==> src/rtl/l2_types_pkg.sv <==
`default_nettype none
// ============================================================================
// Module      : l2_types (package)
// Description : Shared widths, derived constants, state encoding and an
//               address-alignment helper for the L2 memory-side line adaptor.
// Revision    : 1.0 - initial release
// ============================================================================
package l2_types;

    localparam int S_LINE      = 256;
    localparam int S_BURST     = 64;
    localparam int S_ADDR      = 32;
    localparam int BEATS       = S_LINE / S_BURST;
    localparam int OFFSET_BITS = $clog2(S_LINE / 8);
    localparam int CNT_W       = $clog2(BEATS);

    typedef enum logic [1:0] {
        IDLE  = 2'd0,
        READ  = 2'd1,
        WRITE = 2'd2,
        DONE  = 2'd3
    } adaptor_state_t;

    // Clears the byte-within-line offset so memory always sees a line-aligned address.
    function automatic logic [S_ADDR-1:0] line_align(input logic [S_ADDR-1:0] addr);
        return addr & ~{{(S_ADDR - OFFSET_BITS){1'b0}}, {OFFSET_BITS{1'b1}}};
    endfunction

endpackage
`default_nettype wire

==> src/rtl/l2_cacheline_adaptor_line_buffer.sv <==
`default_nettype none
// ============================================================================
// Module      : l2_line_buffer
// Description : One cache line of storage organised as beats. Supports a
//               whole-line load, a single beat write at an index, an indexed
//               combinational beat read and a whole-line view.
// Revision    : 1.0 - initial release
// ============================================================================
module l2_line_buffer #(
    parameter int LINE_W = 256,
    parameter int BEAT_W = 64,
    parameter int IDX_W  = $clog2(LINE_W / BEAT_W)
) (
    input  logic              clk,
    input  logic              rst,
    input  logic              line_load,
    input  logic [LINE_W-1:0] line_in,
    input  logic              beat_load,
    input  logic [IDX_W-1:0]  index,
    input  logic [BEAT_W-1:0] beat_in,
    output logic [BEAT_W-1:0] beat_out,
    output logic [LINE_W-1:0] line_out
);

    localparam int NB = LINE_W / BEAT_W;

    logic [BEAT_W-1:0] r_beat [NB];

    generate
        for (genvar g = 0; g < NB; g++) begin : g_beat
            // Each slot takes the whole-line load first, otherwise its own indexed beat write.
            always_ff @(posedge clk or posedge rst) begin
                if (rst) begin
                    r_beat[g] <= '0;
                end else if (line_load) begin
                    r_beat[g] <= line_in[g*BEAT_W +: BEAT_W];
                end else if (beat_load && (index == IDX_W'(g))) begin
                    r_beat[g] <= beat_in;
                end
            end

            assign line_out[g*BEAT_W +: BEAT_W] = r_beat[g];
        end
    endgenerate

    // Indexed read port: selects the slot addressed by the current beat count.
    always_comb begin
        beat_out = '0;
        for (int b = 0; b < NB; b++) begin
            if (index == IDX_W'(b)) begin
                beat_out = r_beat[b];
            end
        end
    end

endmodule
`default_nettype wire

==> src/rtl/l2_cacheline_adaptor.sv <==
`default_nettype none
// ============================================================================
// Module      : l2_cacheline_adaptor
// Description : Converts a whole-line read/write from the L2 controller into a
//               4-beat 64-bit burst toward physical memory, reassembling read
//               beats into a 256-bit line. Holds the FSM, beat counter and
//               address latch; line storage lives in two l2_line_buffer copies.
// Revision    : 1.0 - initial release
// ============================================================================
module l2_cacheline_adaptor
    import l2_types::*;
(
    input  logic              clk,
    input  logic              rst,
    input  logic [S_LINE-1:0] line_i,
    output logic [S_LINE-1:0] line_o,
    input  logic [S_ADDR-1:0] address_i,
    input  logic              read_i,
    input  logic              write_i,
    output logic              resp_o,
    input  logic [S_BURST-1:0] burst_i,
    output logic [S_BURST-1:0] burst_o,
    output logic [S_ADDR-1:0] address_o,
    output logic              read_o,
    output logic              write_o,
    input  logic              resp_i
);

    localparam logic [CNT_W-1:0] C_LAST_BEAT = CNT_W'(BEATS - 1);

    adaptor_state_t     r_state;
    adaptor_state_t     w_state_nxt;
    logic [CNT_W-1:0]   r_count;
    logic [CNT_W-1:0]   w_count_nxt;
    logic [S_ADDR-1:0]  r_addr;

    logic               w_accept_wr;
    logic               w_accept_rd;
    logic               w_rd_beat;
    logic [S_BURST-1:0] w_wr_beat;
    logic [S_BURST-1:0] w_rd_beat_unused;
    logic [S_LINE-1:0]  w_wr_line_unused;

    // State and beat counter register; reset aborts any burst in flight.
    always_ff @(posedge clk or posedge rst) begin
        if (rst) begin
            r_state <= IDLE;
            r_count <= '0;
        end else begin
            r_state <= w_state_nxt;
            r_count <= w_count_nxt;
        end
    end

    // Next-state and beat sequencing; write wins when both requests arrive together.
    always_comb begin
        w_state_nxt = r_state;
        w_count_nxt = r_count;
        w_accept_wr = 1'b0;
        w_accept_rd = 1'b0;
        w_rd_beat   = 1'b0;
        case (r_state)
            IDLE: begin
                if (write_i) begin
                    w_accept_wr = 1'b1;
                    w_count_nxt = '0;
                    w_state_nxt = WRITE;
                end else if (read_i) begin
                    w_accept_rd = 1'b1;
                    w_count_nxt = '0;
                    w_state_nxt = READ;
                end
            end
            READ: begin
                if (resp_i) begin
                    w_rd_beat   = 1'b1;
                    w_count_nxt = r_count + 1'b1;
                    if (r_count == C_LAST_BEAT) begin
                        w_state_nxt = DONE;
                    end
                end
            end
            WRITE: begin
                if (resp_i) begin
                    w_count_nxt = r_count + 1'b1;
                    if (r_count == C_LAST_BEAT) begin
                        w_state_nxt = DONE;
                    end
                end
            end
            DONE: begin
                w_state_nxt = IDLE;
            end
            default: begin
                w_state_nxt = IDLE;
            end
        endcase
    end

    // Address latch, captured line-aligned when a request is accepted.
    always_ff @(posedge clk or posedge rst) begin
        if (rst) begin
            r_addr <= '0;
        end else if (w_accept_wr || w_accept_rd) begin
            r_addr <= line_align(address_i);
        end
    end

    // Read assembly: beats from memory land in the slot named by the counter.
    l2_line_buffer #(
        .LINE_W (S_LINE),
        .BEAT_W (S_BURST)
    ) u_rd_buf (
        .clk       (clk),
        .rst       (rst),
        .line_load (1'b0),
        .line_in   ({S_LINE{1'b0}}),
        .beat_load (w_rd_beat),
        .index     (r_count),
        .beat_in   (burst_i),
        .beat_out  (w_rd_beat_unused),
        .line_out  (line_o)
    );

    // Write disassembly: the whole line is captured at acceptance, then read out per beat.
    l2_line_buffer #(
        .LINE_W (S_LINE),
        .BEAT_W (S_BURST)
    ) u_wr_buf (
        .clk       (clk),
        .rst       (rst),
        .line_load (w_accept_wr),
        .line_in   (line_i),
        .beat_load (1'b0),
        .index     (r_count),
        .beat_in   ({S_BURST{1'b0}}),
        .beat_out  (w_wr_beat),
        .line_out  (w_wr_line_unused)
    );

    // Handshake outputs decode from state only, so no input reaches them combinationally.
    assign read_o    = (r_state == READ);
    assign write_o   = (r_state == WRITE);
    assign resp_o    = (r_state == DONE);
    assign burst_o   = (r_state == WRITE) ? w_wr_beat : '0;
    assign address_o = r_addr;

endmodule
`default_nettype wire

==> config.mk <==
export PLATFORM = sky130hd
export DESIGN_NAME = l2_cacheline_adaptor
export DESIGN_NICKNAME = d
export VERILOG_FILES = /design/src/rtl/l2_types_pkg.sv /design/src/rtl/l2_cacheline_adaptor_line_buffer.sv /design/src/rtl/l2_cacheline_adaptor.sv
export SDC_FILE = /design/constraint.sdc
export NUM_CORES = 1
export LEC_CHECK = 0
export ABC_AREA = 1
export ABC_CLOCK_PERIOD_IN_PS = 41900
export CORE_AREA = 2 2 273 275
export DETAILED_ROUTE_END_ITERATION = 7
export DIE_AREA = 0 0 275 277
export PLACE_DENSITY_LB_ADDON = 0.08
export REMOVE_ABC_BUFFERS = 1
export SKIP_CTS_REPAIR_TIMING = 1
export SLEW_MARGIN = 20
export SYNTH_ARGS = -nofsm -noshare
export SYNTH_HDL_FRONTEND = slang
export SYNTH_SLANG_ARGS = --single-unit
export TNS_END_PERCENT = 100
==> constraint.sdc <==
create_clock -name clk -period 41.9 [get_ports clk]
set_input_delay 8.38 -clock clk [delete_from_list [all_inputs] [get_ports clk]]
set_output_delay 8.38 -clock clk [all_outputs]
set_load 0.02 [all_outputs]
==> flow_metrics.env <==
export IMPL_clkPwrFrac_pct=21.7
export IMPL_wl_per_cell_um=20.1
export IMPL_power_density_mw_per_mm2=77.2
export IMPL_clockBufferDepth=3
export IMPL_grt_overflow=0
export IMPL_cpPeakStageDelay_ns=0.75
export IMPL_drv_slew=0
export IMPL_ys_types=19
export IMPL_start_kind="flip-flop"
export IMPL_hp_class="reg -> reg"
export IMPL_crit_buf_inv=4
export IMPL_routed_wl_mm=86.4
export IMPL_synth_edf_count=0
export IMPL_grtUsageTotal_pct=22.2
export IMPL_cp_arrival_ns=3.96
export IMPL_cts_made_buffers=61
export IMPL_grt_pass1_vias=20400
export IMPL_area_growth_synth_to_final_pct=43.3
export IMPL_dieWidth_um=275
export IMPL_critPathCaptureType="primary output"
export IMPL_status="complete, no violations"
export IMPL_htreeDepth=2
export IMPL_finalHoldViolations=0
export IMPL_crit_chain="inv_1 > ha_2 > inv_2 > buf_4 > nand3_1 > a21oi_1 > clkdlybuf4s50_1"
export IMPL_dpl_hpwl_mm=56.6
export IMPL_drive_gt1_share_pct=4.17
export IMPL_grt_first_pass_wirelength_mm=129
export IMPL_yosysTopAreaCellShare_pct=60.1
export IMPL_post_route_period_util_pct=29.5
export IMPL_clkLatencyLatePin_ns=0.63
export IMPL_synth_most_common_cell="nand2_1"
export IMPL_tns_ns=0
export IMPL_drtAntennaViolNets=0
export IMPL_min_period_ns=12.34
export IMPL_dp_cells=4158
export IMPL_gr_max_usage_layer="met2"
export IMPL_fin_area_mm2=0.0324
export IMPL_drt_iter0_drc=1357
export IMPL_globalplace_congestion=0.831
export IMPL_yosysSeqAreaShare_pct=60.1
export IMPL_slowest_stage="clkdlybuf4s50_1"
export IMPL_cap_viol_max_count=0
export IMPL_synth_area_leaders="dfrtp_1 (60%), nand2_1 (17%), o21ai_0 (10%)"
export IMPL_synthCells=2642
export IMPL_setup_viol=0
export IMPL_crit_type="reg -> out"
export IMPL_fmax_ghz=0.0810
export IMPL_grtUsageMet1_pct=27.2
export IMPL_slew_headroom_pct=28.2
export IMPL_skew_ns=0.0268
export IMPL_die_area_mm2=0.0762
export IMPL_p_switching_mw=0.993
export IMPL_fill_cells=7243
export IMPL_gr_usage_met3_pct=8.43
export IMPL_drc=0
export IMPL_placed_area_mm2=0.0302
export IMPL_grt_antenna_before_repair=22
export IMPL_share_comb_of_total_power_pct=43.2
export IMPL_post_drt_via_cell_ratio=4.64
export IMPL_cts_sinks=543
export IMPL_path_clk_slew_ns=0.06
export IMPL_power_internal_mw=1.51
export IMPL_syn_avg_cell_area_um2=8.56
export IMPL_initial_core_util_pct=30.7
export IMPL_seq_area_mm2=0.0136
export IMPL_ys_ff_latch=543
export IMPL_irDropWorstVdd_mv=0.0388
export IMPL_crit_required_ns=33.52
export IMPL_power_mw=2.50
export IMPL_ios=712
export IMPL_switching_share_pct=39.7
export IMPL_worst_pin_slew_ns=1.08
export IMPL_vias=19900
export IMPL_nNetsFinal=3620
export IMPL_met2_usage_pct=36.4
export IMPL_cts_tree="yes"
export IMPL_worst_path_max_fanout=39
export IMPL_rows=100
export IMPL_crit_family="buffers and inverters"
export IMPL_port_buffers=701
export IMPL_rsz0062_at_grt="false"
export IMPL_syn_cell_area_mm2=0.0226
export IMPL_die_y_um=277
export IMPL_final_cells=4289
export IMPL_multi_input_area_mm2=0.00747
export IMPL_final_core_util_pct=44.0
export IMPL_grt_start_max_net_pins=177
export IMPL_clockRootBuffer="clkbuf_16"
export IMPL_ys_top_cells_by_count="nand2_1 (1030), dfrtp_1 (543), o21ai_0 (463), inv_1 (198), a21oi_1 (128)"
export IMPL_leakagePower_nw=15.0
export IMPL_drtPass1Iterations=5
export IMPL_synth_top_cell_by_area="dfrtp_1"
export IMPL_yosysWarnings=0
export IMPL_ys_flop_type="dfrtp_1"
export IMPL_core_area_mm2=0.0736
export IMPL_async_reset_ff_share_pct=100
export IMPL_pwr_share_seq_pct=35.1
[metrics by stage]
stage | setup WS [ns] | hold WS, ns
5_1_grt | 29.30 | 0.488
4_1_cts | 29.46 | 0.481
3_3_place_gp | 29.36 | 0.462
2_1_floorplan | 18.34 | 0.444
6_report | 29.56 | 0.477
3_5_place_dp | 29.31 | 0.465
[cell usage in the layout (no fill, tap or decap)]
cell                n
buf_12              1
buf_6               2
nand3_4             4
inv_2               4
conb_1              5
buf_16              3
clkbuf_1           18
inv_8               2
nand3_1            65
inv_6               2
buf_4              18
nor2_4              2
ha_2                4
a21oi_1           128
ha_1                3
bufinv_16           3
nand2_4             1
inv_1             197
ha_4                1
clkbuf_8           19
clkdlybuf4s50_1   701
clkbuf_16          61
clkinvlp_4          1
o21ai_0           463
nand4_1             2
clkinv_2           10
diode_2            14
nand2_1          1029
o21ai_1            14
dfrtp_1           543
[cell families (layout without fill, tap and decap cells)]
group / count (synthesis) / after routing / share of synthesized area [%]
flops: 543 / 543 / 60.1
fa+ha+maj: 8 / 8 / 0.443
buf+inv: 382 / 1042 / 7.26
other cells: 1 / 19 / 0.0166
compound gates: 605 / 605 / 13.4
simple gates: 1103 / 1103 / 18.8
[state kept, by name, summed over array words and instances, names as in the netlist]
| register | cells |
|---|---|
| u_wr_buf.line_out | 256 |
| u_rd_buf.line_out | 256 |
| address_o | 27 |
| r_count | 2 |
| r_state | 2 |
[power by group through the flow]
stage / clock network, mW / logic (mW) / registers, mW
floorplan: 0 / 0.435 / 1.00
global placement: 0 / 1.09 / 0.872
detailed placement: 0 / 1.09 / 0.879
CTS: 0.558 / 1.10 / 0.876
global route: 0.581 / 1.19 / 0.905
finish: 0.542 / 1.08 / 0.876
[worst register-to-register path, stage by stage (launching register included)]
cell and delay (ns):
dfrtp_1 0.42, inv_1 0.10, ha_1 0.24, nand2_4 0.47, inv_8 0.89, buf_4 0.98
o21ai_0 0.25
[final timing paths]
kind / startpoint / end / slack (ns) / depth (start not counted)
setup / recovery: r_count[0] / burst_o[45] / 29.56 / 7
hold / removal: u_wr_buf.line_out[49] / u_wr_buf.line_out[49] / 0.48 / 2
max in group asynchronous: rst / u_wr_buf.line_out[15] / 31.32 / 5
setup reg to reg: r_state[1] / u_wr_buf.line_out[95] / 38.37 / 6
hold reg to reg: u_wr_buf.line_out[49] / u_wr_buf.line_out[49] / 0.48 / 2
min in group asynchronous: rst / u_rd_buf.line_out[187] / 8.29 / 2
[final cells by class]
type | instances | share of cell area [%]
clock buffers | 98 | 5.73
multi-input cells | 1721 | 23.1
inverters | 203 | 2.40
diodes | 14 | 0.108
repair buffers | 725 | 22.5
clock inverters | 16 | 0.510
well taps | 969 | 3.74
flip-flops and latches | 543 | 42.0
[metal layers]
| metal | wire (um) | vias to the layer above |
|---|---|---|
| li1 | - | 9573 |
| met1 | 35000 | 9633 |
| met4 | 1540 | 16 |
| met3 | 8250 | 102 |
| met5 | 100 | - |
| met2 | 41400 | 591 |
Power figures use the tool's default switching activity.
